**config.mk**
```make
export PLATFORM = sky130hd
export DESIGN_NAME = axi_lite_arbiter
export DESIGN_NICKNAME = d
export VERILOG_FILES = /design/src/rtl/axi_lite_arbiter.sv
export SDC_FILE = /design/constraint.sdc
export NUM_CORES = 1
export LEC_CHECK = 0
export BUFFER_PORTS_ARGS = -buffer_cell sky130_fd_sc_hd__buf_2
export CAP_MARGIN = 20
export CORE_ASPECT_RATIO = 1.75
export CORE_MARGIN = 5
export CORE_UTILIZATION = 48
export DETAILED_ROUTE_END_ITERATION = 10
export PLACE_DENSITY = 0.78
export SLEW_MARGIN = 40
export SYNTH_ARGS = -nofsm -noshare
export SYNTH_HDL_FRONTEND = slang
export SYNTH_SLANG_ARGS = --single-unit
```
**constraint.sdc**
```tcl
create_clock -name clk -period 1.9 [get_ports clk]
set_input_delay 0.38 -clock clk [delete_from_list [all_inputs] [get_ports clk]]
set_output_delay 0.38 -clock clk [all_outputs]
set_load 0.03 [all_outputs]
```
**src/rtl/axi_lite_arbiter.sv**
```systemverilog
// AXI-Lite master arbiter between instruction fetch and data access.
// One outstanding transaction; data wins over fetch when both pending.
module axi_lite_arbiter (
  input  logic        clk,
  input  logic        rst,
  input  logic        inst_req,
  input  logic [31:0] inst_addr,
  output logic [31:0] inst_rdata,
  output logic        inst_ack,
  input  logic        data_req,
  input  logic        data_we,
  input  logic [3:0]  data_sel,
  input  logic [31:0] data_addr,
  input  logic [31:0] data_wdata,
  output logic [31:0] data_rdata,
  output logic        data_ack,
  input  logic        flush,
  output logic        arbiter_stall_req,
  output logic [31:0] araddr,
  output logic        arvalid,
  input  logic        arready,
  input  logic [31:0] rdata,
  input  logic        rvalid,
  output logic        rready,
  output logic [31:0] awaddr,
  output logic        awvalid,
  input  logic        awready,
  output logic [31:0] wdata,
  output logic [3:0]  wstrb,
  output logic        wvalid,
  input  logic        wready,
  input  logic        bvalid,
  output logic        bready
);

  typedef enum logic [2:0] {
    IDLE,
    RD_ADDR,
    RD_DATA,
    WR_ADDR,
    WR_RESP
  } state_t;

  state_t state;
  logic   own_data;
  logic   kill;
  logic   inst_done_q;
  logic   data_done_q;
  logic   inst_done;
  logic   data_done;
  logic   inst_pend;
  logic   data_pend;
  logic   aw_ok;
  logic   w_ok;
  logic   drop;

  assign inst_done = inst_done_q | inst_ack;
  assign data_done = data_done_q | data_ack;
  assign inst_pend = inst_req & ~inst_done;
  assign data_pend = data_req & ~data_done;
  assign arbiter_stall_req = inst_pend | data_pend;

  assign aw_ok = ~awvalid | awready;
  assign w_ok  = ~wvalid | wready;
  assign drop  = kill | flush;

  // done flags live until the pipeline advances or is flushed
  always_ff @(posedge clk or negedge rst) begin
    if (!rst) begin
      inst_done_q <= 1'b0;
      data_done_q <= 1'b0;
    end else if (!arbiter_stall_req || flush) begin
      inst_done_q <= 1'b0;
      data_done_q <= 1'b0;
    end else begin
      inst_done_q <= inst_done;
      data_done_q <= data_done;
    end
  end

  always_ff @(posedge clk or negedge rst) begin
    if (!rst) begin
      state      <= IDLE;
      own_data   <= 1'b0;
      kill       <= 1'b0;
      inst_rdata <= '0;
      data_rdata <= '0;
      inst_ack   <= 1'b0;
      data_ack   <= 1'b0;
      araddr     <= '0;
      arvalid    <= 1'b0;
      rready     <= 1'b0;
      awaddr     <= '0;
      awvalid    <= 1'b0;
      wdata      <= '0;
      wstrb      <= '0;
      wvalid     <= 1'b0;
      bready     <= 1'b0;
    end else begin
      inst_ack <= 1'b0;
      data_ack <= 1'b0;
      // a flushed transaction still finishes on the bus
      if (state != IDLE && flush)
        kill <= 1'b1;
      unique case (state)
        IDLE: begin
          if (data_pend) begin
            own_data <= 1'b1;
            kill     <= flush;
            if (data_we) begin
              awaddr  <= data_addr;
              wdata   <= data_wdata;
              wstrb   <= data_sel;
              awvalid <= 1'b1;
              wvalid  <= 1'b1;
              state   <= WR_ADDR;
            end else begin
              araddr  <= data_addr;
              arvalid <= 1'b1;
              state   <= RD_ADDR;
            end
          end else if (inst_pend) begin
            own_data <= 1'b0;
            kill     <= flush;
            araddr   <= inst_addr;
            arvalid  <= 1'b1;
            state    <= RD_ADDR;
          end
        end
        RD_ADDR: begin
          if (arready) begin
            arvalid <= 1'b0;
            rready  <= 1'b1;
            state   <= RD_DATA;
          end
        end
        RD_DATA: begin
          if (rvalid) begin
            rready <= 1'b0;
            state  <= IDLE;
            if (!drop) begin
              if (own_data) begin
                data_rdata <= rdata;
                data_ack   <= 1'b1;
              end else begin
                inst_rdata <= rdata;
                inst_ack   <= 1'b1;
              end
            end
          end
        end
        WR_ADDR: begin
          if (awvalid && awready)
            awvalid <= 1'b0;
          if (wvalid && wready)
            wvalid <= 1'b0;
          if (aw_ok && w_ok) begin
            bready <= 1'b1;
            state  <= WR_RESP;
          end
        end
        WR_RESP: begin
          if (bvalid) begin
            bready <= 1'b0;
            state  <= IDLE;
            if (!drop)
              data_ack <= 1'b1;
          end
        end
        default: state <= IDLE;
      endcase
    end
  end

endmodule

```
[Word-level counts from Yosys, hierarchy flattened]
Cells that the tools add are included.
W data, S select, Z words.
Operators by class
  eq/ne operators: 15
  muxes and demuxes: 46
  bitwise logic cells: 14
  reductions and logical operators: 24
Operators with widths (count)
  $mux W32: 3
  $mux W1: 29
  $reduce_and A4 Y1: 5
  $mux W3: 6
  $ne A2 B2 Y1 const B: 9
  $pmux W3 S5: 1
  $pmux W1 S2: 6
  $reduce_and A3 Y1: 4
  $reduce_bool A2 Y1: 5
  $eq A3 B2 Y1 const B: 2
  $ne A3 B3 Y1 const B: 2
  $not A1 Y1: 6
  $or A1 B1 Y1: 6
  $reduce_and A5 Y1: 1
  $logic_and A1 B1 Y1: 4
  $eq A3 B1 Y1 const B: 1
  $eq A3 B3 Y1 const B: 1
  $logic_not A3 Y1: 1
  $reduce_bool A3 Y1: 1
  $and A1 B1 Y1: 2
  $mux W2: 1
  $reduce_and A2 Y1: 1
  $logic_not A1 Y1: 1
  $logic_or A1 B1 Y1: 1
Word-level totals
  register bits after elaboration: 178
  bits of input ports: 143
  output and inout bits: 172
  logic and storage cells: 117

[Depth between registers and ports, before layout]
  depth after elaboration: 7
  depth in mapped cells: 6
  gate-level depth less buffers: 3

[Least setup slack after synthesis]
No wires, ideal clock.
  path type: reg-to-output
  start point: register data_ack
  end point: output arbiter_stall_req
  data arrival time: 1.546 ns
  required time: 1.520 ns
  setup slack: -0.026 ns
  stages on the path, launching flop included: 5
  path buffers: 2
  cells stage by stage: dfrtp_1 -> or3b_1 -> buf_2 -> buf_2 -> nand2_1
Between the ends
  longest elaborated chain between the ends: 4
Ends and longest elaborated chain
  from (decl): RTL line 16  | output logic data_ack,
  from (signal assigned): RTL line 89  | data_ack <= 1'b0;
  from (signal assigned): RTL line 101  | data_ack <= 1'b0;
  from (signal assigned): RTL line 144  | data_ack <= 1'b1;
  $or A1 B1 Y1: RTL line 58  | assign data_done = data_done_q | data_ack;
  $not A1 Y1: RTL line 60  | assign data_pend = data_req & ~data_done;
  $and A1 B1 Y1: RTL line 60
  $or A1 B1 Y1: RTL line 61  | assign arbiter_stall_req = inst_pend | data_pend;
  to (decl): RTL line 18  | output logic arbiter_stall_req,
Every way passes these cells.

[Worst setup path in the final report]
  start point: register inst_done_q
  end point: output arbiter_stall_req
Between the ends
  longest elaborated chain between the ends: 4
Ends and longest elaborated chain
  from (decl): RTL line 47  | logic inst_done_q;
  from (signal assigned): RTL line 76  | inst_done_q <= inst_done;
  $or A1 B1 Y1: RTL line 57  | assign inst_done = inst_done_q | inst_ack;
  $not A1 Y1: RTL line 59  | assign inst_pend = inst_req & ~inst_done;
  $and A1 B1 Y1: RTL line 59
  $or A1 B1 Y1: RTL line 61
Every way passes these cells.

==> impl_summary.log <==
[metrics] run status: finished, final reports clean
[metrics] nets@finish: 998
[metrics] most common library cells after synthesis: 178 x sky130_fd_sc_hd__dfrtp_1, 129 x sky130_fd_sc_hd__mux2_1, 40 x sky130_fd_sc_hd__nor2_1
[metrics] Slew Limit Headroom: a little under three quarters
[metrics] total clock buffers created by CTS: 17
[metrics] CP Class: register to primary output
[metrics] TritonCTS clock tree: done
[metrics] iteration count of the initial detailed-routing pass: 4
[metrics] Total Routing Usage GR: 22.7%
[metrics] start of the worst register-to-register path: inst_done_q
[metrics] slew at the pin closest to its max-slew limit: ~420 ps
[metrics] Clk Tree Root Cell: sky130_fd_sc_hd__clkbuf_16
[metrics] final critical-path share of the clock period: a little over nine tenths
[metrics] cell depth of the worst flop-to-flop path: 5
[metrics] startpoint of the lowest-slack hold path: data_wdata[5]
[metrics] clock insertion delay at the later pin of the skew report: 410 ps
[metrics] initial antenna violation count: 1
[metrics] non-filler cells in the finished layout: ~1,100
[metrics] setup slack of the most critical reg-to-reg path: 150 ps
[metrics] via count of the first global-routing pass: just over 6,000
[metrics] die outline height: ~180 µm
[metrics] worst flop-to-flop path endpoint: araddr[20]
[metrics] Worst setup EP type: primary output
[metrics] flops & latches, synth: 178
[metrics] endpoints failing hold: 0
[metrics] distinct cell type count of the synthesized netlist: 39
[metrics] global-route congestion overflow total: 0
[metrics] final clock skew: 11.0 ps
[metrics] syn nets: 679
[metrics] clock-pin slew reported for the worst setup and hold paths after clock tree synthesis: ~70 ps
[metrics] number of placed I/O pins: ~320
[metrics] Starting Density: 48.8%
[metrics] placed cells: 1,018
[metrics] synthesized area divided by synthesized cell count: about 14 µm²
[metrics] share of synthesized registers carrying an async set or reset: between 90% and 100%
[metrics] number of enable flip-flop cells after synthesis: 0
[metrics] share of post-route cells with drive strength above 1: a little over two fifths
[metrics] horizontal extent of the die: 105 µm
[metrics] Syn-to-layout area delta: 34.1%
[metrics] number of nets with antenna violations after routing: 0
[metrics] Max FO, Critical Path: 4
[metrics] number of DRC markers after the initial detailed-route iteration: about 160
[metrics] most used standard cell by instance count after synthesis: sky130_fd_sc_hd__dfrtp_1
[metrics] cell leakage power: roughly 5.1 nW
[metrics] arrival time reported for the critical path endpoint: ~1500 ps
[metrics] via count of the routed design: ~5,600
[metrics] PD cells: 1840 mW/mm²
[metrics] total length of routed wires: about 21 mm
[metrics] Worst IR Drop VDD: ~0.0012 V
[metrics] largest net degree at the start of global routing: 46
[metrics] area of all placed cells without fillers: between 0.01 and 0.015 mm²
[metrics] final setup violation count: 0
[metrics] Port Buffers: ~310
[metrics] Critical Path Source Type: register
[metrics] maximum frequency from static timing analysis: 545 MHz
[metrics] detailed-route DRC error count: 0
[metrics] average via count per standard cell: between 5 and 6
[metrics] Maximum Capacitance Violations: 0
[metrics] sequential fraction of the synthesis area: 59.3%
[metrics] H-tree levels: 4
[metrics] total number of placement rows: 60
[metrics] clock period minus final worst setup slack: about 1800 ps
[metrics] wire length of the first global-routing pass: about 33 mm
[metrics] total half-perimeter wirelength after legalization and detailed placement: ~16 mm
[metrics] area share of the largest cell type after synthesis: 59.3%
[metrics] number of sinks on the clock net: approximately 180
[metrics] Routed WL per cell: around 20 µm
[metrics] Post-Syn Area: between 0.007 and 0.008 mm²
[metrics] Hold Path Cell Cnt: 2
[metrics] total number of yosys warnings: 0
[metrics] most common flop cell mapped by yosys: sky130_fd_sc_hd__dfrtp_1
[metrics] final-report max-slew violation count: 0
[metrics] worst min-delay path endpoint: wdata[5]
[metrics] die footprint: between 0.015 and 0.02 mm²
[metrics] cell area after placement: around 0.0094 mm²
[metrics] ranking of synthesized cells by area: sky130_fd_sc_hd__dfrtp_1 59%, sky130_fd_sc_hd__mux2_1 19%, sky130_fd_sc_hd__mux2i_1 4.3%
[metrics] Hold Path Class: input port to register
[metrics] Yosys top cell by area: sky130_fd_sc_hd__dfrtp_1
[metrics] Core ar.: approximately 0.015 mm²
[metrics] required time of the critical path: between 1500 and 2000 ps
[metrics] placer congestion estimate: approximately 0.84
[metrics] Max Buffers Root-to-Sink: 2
[metrics] Synth Instances: 536
cell type report:
cell class,instances,area [µm²]
multi-input cells,314,2850
clock inverters,13,175
well taps,186,233
fillers,1228,5320
repair buffers,342,1920
flip-flops and latches,178,4450
inverters,2,7.51
diodes,1,2.50
clock buffers,17,425
layout by cell type (no fill, tap or decap), types with 4 or more instances in the layout:
| cell | synthesis | final |
|---|---|---|
| sky130_fd_sc_hd__clkbuf_16 | 0 | 17 |
| sky130_fd_sc_hd__buf_12 | 0 | 10 |
| sky130_fd_sc_hd__buf_4 | 5 | 17 |
| sky130_fd_sc_hd__nor2b_1 | 5 | 5 |
| sky130_fd_sc_hd__buf_2 | 14 | 312 |
| sky130_fd_sc_hd__inv_6 | 0 | 4 |
| sky130_fd_sc_hd__nor2_1 | 40 | 40 |
| sky130_fd_sc_hd__mux2i_1 | 32 | 32 |
| sky130_fd_sc_hd__mux2_1 | 129 | 129 |
| sky130_fd_sc_hd__o22a_1 | 32 | 32 |
| sky130_fd_sc_hd__nor4b_1 | 32 | 32 |
| sky130_fd_sc_hd__a21oi_1 | 5 | 5 |
| sky130_fd_sc_hd__dfrtp_1 | 178 | 178 |
stage by stage:
step                      utilization, %  worst slack [ps]  power [mW]  hold slack (ps)  TNS (ps)
after floorplan                        -              60.5        12.1             84.4         0
after global placement              61.2               119        14.8              324         0
after detailed placement            61.2              74.6        15.0              323         0
after CTS                           65.3              16.2        18.7              153         0
after global routing                65.4            -0.997        19.5              152    -0.997
final                               65.4              63.9        18.5              170         0
per-layer routing:
| metal | vias up | global-route usage [%] | part of all wire [%] |
|---|---|---|---|
| li1 | 2590 | - | - |
| met1 | 2797 | 25.4 | 37 |
| met2 | 217 | 40.3 | 53 |
| met3 | 34 | 6.84 | 7.6 |
| met4 | 0 | 8.27 | 2.6 |
| met5 | - | 0 | 0 |
registers in the layout, summed over array words and instances, names as in the netlist, 3 cells and up:
name	cells
state	3
inst_rdata	32
data_rdata	32
wdata	32
wstrb	4
awaddr	32
araddr	32
how the worst max path moves through the flow:
stage                        end         from  slack, ps  cells past startpoint
2_1_floorplan  arbiter_stall_req     data_ack         60                      4
3_3_place_gp          araddr[18]     data_req        120                      5
3_5_place_dp          araddr[13]     data_req         70                      5
4_1_cts        arbiter_stall_req     inst_ack         20                      3
5_1_grt        arbiter_stall_req  data_done_q         -1                      3
6_report       arbiter_stall_req  inst_done_q         60                      3
critical path, stage by stage, from the launching register on:
cell and delay (ps):
sky130_fd_sc_hd__dfrtp_1 380, sky130_fd_sc_hd__or3b_4 430, sky130_fd_sc_hd__nand2_4 100, sky130_fd_sc_hd__buf_6 140
repair_timing:
action,CTS,global route
endpoints found under the setup margin,1,1
pin swaps,1,2
gates resized for setup,4,0
hold buffers,1,0
hold endpoints to repair,37,0
buffers inserted,1,2
gates cloned,0,0
logic make-up (layout without fill, tap and decap cells):
group	after synthesis	after routing	share of synthesized area, %
flops	178	178	59.3
mux	164	164	24.1
simple gates	100	100	8.18
compound gates	50	50	5.50
buf+inv	44	374	2.98
other cells	0	1	0
power breakdown:
part / switching (mW) / internal [mW]
registers: 0.897 / 5.53
logic: 5.64 / 2.83
clock network: 1.54 / 2.09
No activity file was read; power rests on OpenSTA's default activity.
